==> src/rtl/per_mem_ctrl.sv <==
`default_nettype none
//------------------------------------------------------------------------------
// Module   : per_mem_ctrl
// Brief    : XSimBus word memory with byte enables, registered read, range
//            check, sticky write-lock and post-reset zero fill.
// Revision : 1.0
//------------------------------------------------------------------------------
module per_mem_ctrl #(
  parameter int DATA_W     = 32,
  parameter int ADDR_W     = 10,
  parameter int DEPTH_LOG2 = 6,
  parameter bit CLEAR_EN   = 1'b1
) (
  input  logic                clk,
  input  logic                rst,
  input  logic                sel_in,
  input  logic                req_in,
  input  logic                rw_in,
  input  logic [ADDR_W-1:0]   addr_in,
  input  logic [DATA_W-1:0]   wdata_in,
  input  logic [DATA_W/8-1:0] be_in,
  input  logic                lock_in,
  output logic                ready_out,
  output logic                ack_out,
  output logic [DATA_W-1:0]   rdata_out,
  output logic                err_out,
  output logic                locked_out
);

  localparam int NB    = DATA_W / 8;
  localparam int DEPTH = 1 << DEPTH_LOG2;

  typedef enum logic [0:0] {
    S_CLEAR = 1'b0,
    S_RUN   = 1'b1
  } state_t;

  state_t                state_q, state_d;
  logic [DEPTH_LOG2-1:0] clr_cnt_q, clr_cnt_d;
  logic                  ack_q;
  logic                  err_q;
  logic [DATA_W-1:0]     rdata_q;
  logic                  locked_q;
  logic [DATA_W-1:0]     mem_q [DEPTH];

  logic                  accept;
  logic                  oor;
  logic                  wr_en;
  logic                  clr_we;
  logic [DEPTH_LOG2-1:0] idx;
  logic                  unused_addr_lsbs;

  assign unused_addr_lsbs = ^addr_in[1:0];
  assign idx              = addr_in[DEPTH_LOG2+1:2];

  generate
    if (DEPTH_LOG2 + 2 < ADDR_W) begin : g_range_chk
      assign oor = |addr_in[ADDR_W-1:DEPTH_LOG2+2];
    end else begin : g_no_range_chk
      assign oor = 1'b0;
    end
  endgenerate

  // rst gates ready so nothing is accepted on a reset edge
  assign ready_out = (state_q == S_RUN) && !rst;
  assign accept    = sel_in && req_in && ready_out;
  assign wr_en     = accept && !rw_in && !oor && !locked_q;
  assign clr_we    = (state_q == S_CLEAR) && !rst;

  always_ff @(posedge clk) begin
    if (rst) begin
      state_q   <= CLEAR_EN ? S_CLEAR : S_RUN;
      clr_cnt_q <= '0;
    end else begin
      state_q   <= state_d;
      clr_cnt_q <= clr_cnt_d;
    end
  end

  always_comb begin
    state_d   = state_q;
    clr_cnt_d = clr_cnt_q;
    if (state_q == S_CLEAR) begin
      clr_cnt_d = clr_cnt_q + 1'b1;
      if (clr_cnt_q == {DEPTH_LOG2{1'b1}}) begin
        state_d = S_RUN;
      end
    end
  end

  always_ff @(posedge clk) begin
    if (rst) begin
      ack_q    <= 1'b0;
      err_q    <= 1'b0;
      rdata_q  <= '0;
      locked_q <= 1'b0;
    end else begin
      ack_q    <= accept;
      err_q    <= accept && (oor || (!rw_in && locked_q));
      rdata_q  <= (accept && rw_in && !oor) ? mem_q[idx] : '0;
      locked_q <= locked_q || lock_in;
    end
  end

  always_ff @(posedge clk) begin
    if (clr_we) begin
      mem_q[clr_cnt_q] <= '0;
    end else if (wr_en) begin
      for (int i = 0; i < NB; i++) begin
        if (be_in[i]) begin
          mem_q[idx][8*i +: 8] <= wdata_in[8*i +: 8];
        end
      end
    end
  end

  assign ack_out    = ack_q;
  assign err_out    = err_q;
  assign rdata_out  = rdata_q;
  assign locked_out = locked_q;

endmodule
`default_nettype wire

==> config.mk <==
export PLATFORM = sky130hd
export DESIGN_NAME = per_mem_ctrl
export DESIGN_NICKNAME = d
export VERILOG_FILES = /design/src/rtl/per_mem_ctrl.sv
export SDC_FILE = /design/constraint.sdc
export NUM_CORES = 2
export LEC_CHECK = 0
export BUFFER_PORTS_ARGS = -buffer_cell sky130_fd_sc_hd__buf_2
export CORE_ASPECT_RATIO = 2
export CORE_MARGIN = 3
export CORE_UTILIZATION = 56
export DETAILED_ROUTE_END_ITERATION = 10
export GPL_TIMING_DRIVEN = 1
export PLACE_DENSITY_LB_ADDON = 0.15
export SYNTH_ARGS = -nofsm -noshare
export SYNTH_HDL_FRONTEND = slang
export SYNTH_SLANG_ARGS = --single-unit
==> constraint.sdc <==
create_clock -name clk -period 3.56 [get_ports clk]
set_input_delay 0.712 -clock clk [delete_from_list [all_inputs] [get_ports clk]]
set_output_delay 0.712 -clock clk [all_outputs]
set_load 0.01 [all_outputs]
==> flow_summary.json <==
{
  "slew_headroom_pct": 14.6,
  "core_area_um2": 143000,
  "wl_per_cell_um": 31.6,
  "final_hold_viol_count": 0,
  "synth_area_um2": 81100,
  "ant_nets": 0,
  "root_buffer": "clkbuf_16",
  "multi_input_area_um2": 17800,
  "place_congestion": 0.849,
  "ios": 88,
  "nets": 4279,
  "clk_pin_slew_worst_paths_ps": 70,
  "tightest_slew_ps": 1280,
  "instances_no_fill": 6245,
  "power.total_w": 0.0478,
  "synth_cells": 3711,
  "rows": 196,
  "ys_seq_area_share_pct": 76.9,
  "synthArstFlopShare_pct": 0,
  "numCtsBuffers": 181,
  "grt_usage_pct": 27.1,
  "endpoint_kind": "register",
  "place_ws_ps": -19.4,
  "fin_crit_sh_pct": 93.6,
  "htree_levels": 4,
  "first_global_vias": 40699,
  "final_area_um2": 92400,
  "place_inst": 5924,
  "cp.required_ps": 4040,
  "ir_worst_vdd_mv": 0.401,
  "drtIter0Drc": 3819,
  "hold_ws_ps": 113,
  "die_h_um": 544,
  "wl_mm": 197,
  "regArea_um2": 62300,
  "start_kind": "register",
  "leakage_nw": 34.4,
  "synth.yosys.warnings": 0,
  "yosys_most_used_dff": "edfxtp_1",
  "placed_area_um2": 86700,
  "grt-ovfl-total": 0,
  "max_freq_ghz": 0.300,
  "grt_setup_unrepaired": "no",
  "powerDensity_nw_per_um2": 517,
  "via_count": 38976,
  "cts.repair.resized": 0,
  "setup_slack_ps": 227,
  "vias_per_cell": 6.24,
  "worstSetupPathType": "reg2reg",
  "clkSinkCount": 2090,
  "drt-pass1-iter-count": 5,
  "worstHoldPathType": "in2reg",
  "hold_buffers": 0,
  "final_common_cell": "edfxtp_1",
  "syn2layout_area_growth_pct": 14.0,
  "drc": 0,
  "dp.final_hpwl_mm": 131,
  "antenna_found_initial": 3,
  "arrival_ps": 3820,
  "grt_max_degree": 65,
  "synth_edf_count": 2048,
  "dieArea_um2": 150000,
  "critPathMaxFanout": 14,
  "cts_tree": "yes",
  "layout_min_cycle_time_ps": 3330,
  "syn_nets": 3764,
  "numPortBuffers": 85,
  "initial_utilization_pct": 56.6,
  "cts.path.max_buffers": 4,
  "maxCapViolCount": 0,
  "die_x_um": 275,
  "clock_latency_ps": 810,
  "drive_above_1_share_pct": 32.6,
  "drv_slew": 0,
  "fillCellCount": 9693,
  "skew_ps": 49.9,
  "synthDistinctLibCells": 51,
  "final_cell_mix": "2048 x edfxtp_1, 556 x mux4_2, 417 x buf_4",
  "ys_ff_latch": 2090,
  "grt_pass1_wl_mm": 287,
  "cts_setup_buffers": 0,
  "syn_avg_cell_area_um2": 21.8,
  "finalSetupViolations": 0,
  "status": "completed"
}
-- power breakdown --
group          switching, W  total (W)  internal, W
Clock               0.00853     0.0194       0.0109
Sequential        0.0000228     0.0267       0.0267
Combinational      0.000995    0.00168     0.000682
-- state kept, by name, summed over array words and instances, names as in the netlist --
signal and count:
ack_out 1, rdata_out 32, clr_cnt_q 6, err_out 1, state_q 1, mem_q 2048, locked_out 1
-- worst paths after layout --
check	startpoint	endpoint	slack, ps	depth (start not counted)
worst max-delay path	state_q	mem_q[19][24]	230	10
worst min-delay path	lock_in	locked_out	110	3
worst max register to register	state_q	mem_q[19][24]	230	10
worst min register to register	locked_out	err_out	520	2
-- cells by family (layout without fill, tap and decap cells) --
group	count (synthesis)	count (layout)	share of synthesized area, %
flip-flops	2090	2090	76.9
multiplexers	738	738	17.8
AND/OR/NAND/NOR	553	553	2.96
buffers and inverters	200	851	1.19
AO/OA/AOI/OAI	125	125	1.05
XOR/XNOR	4	4	0.0432
adder cells (fa/ha/maj)	1	1	0.0154
other	0	2	0
-- critical path, stage by stage, from the launching register on --
cell	delay, ps
dfxtp_1	430
nor2b_2	190
nand3_1	120
inv_2	70
and4_4	440
buf_4	290
mux2i_4	320
buf_12	200
nand3_1	180
nor2_1	460
buf_4	290
-- synthesized netlist by cell type, types with 15 or more instances --
master	instances	share of area, %
buf_2	80	0.49
nand2_1	105	0.49
a22oi_1	53	0.49
mux2i_1	151	1.9
dfxtp_1	42	1.0
a21oi_1	20	0.12
mux4_2	556	15
edfxtp_1	2048	76
clkbuf_1	63	0.29
buf_1	29	0.13
mux2_2	20	0.28
nor2_1	275	1.3
buf_4	22	0.20
o21ai_0	15	0.093
nand3_1	85	0.52
and2_1	33	0.25
-- layout make-up --
type,count,area share [%]
clock inverters,98,1.07
diodes,2,0.00541
clock buffers,221,5.14
inverters,2,0.00812
well taps,1881,2.55
repair buffers,530,4.49
flip-flops and latches,2090,67.4
multi-input cells,1421,19.3
-- layer usage --
| layer | vias to the layer above | routed length (um) | global-route usage, % |
|---|---|---|---|
| li1 | 16452 | - | - |
| met1 | 20643 | 67100 | 32.6 |
| met2 | 1503 | 107000 | 48.6 |
| met3 | 378 | 12000 | 3.65 |
| met4 | 0 | 10600 | 12.4 |
| met5 | - | 0 | 0 |
-- per-stage QoR --
| step | utilization, % | TNS, ps |
|---|---|---|
| floorplan | - | 0 |
| global placement | 60.5 | 0 |
| detailed placement | 60.5 | -149 |
| CTS | 64.5 | 0 |
| global route | 64.6 | 0 |
| finish | 64.6 | 0 |
Note: power is estimated with default switching activity, not from simulation.
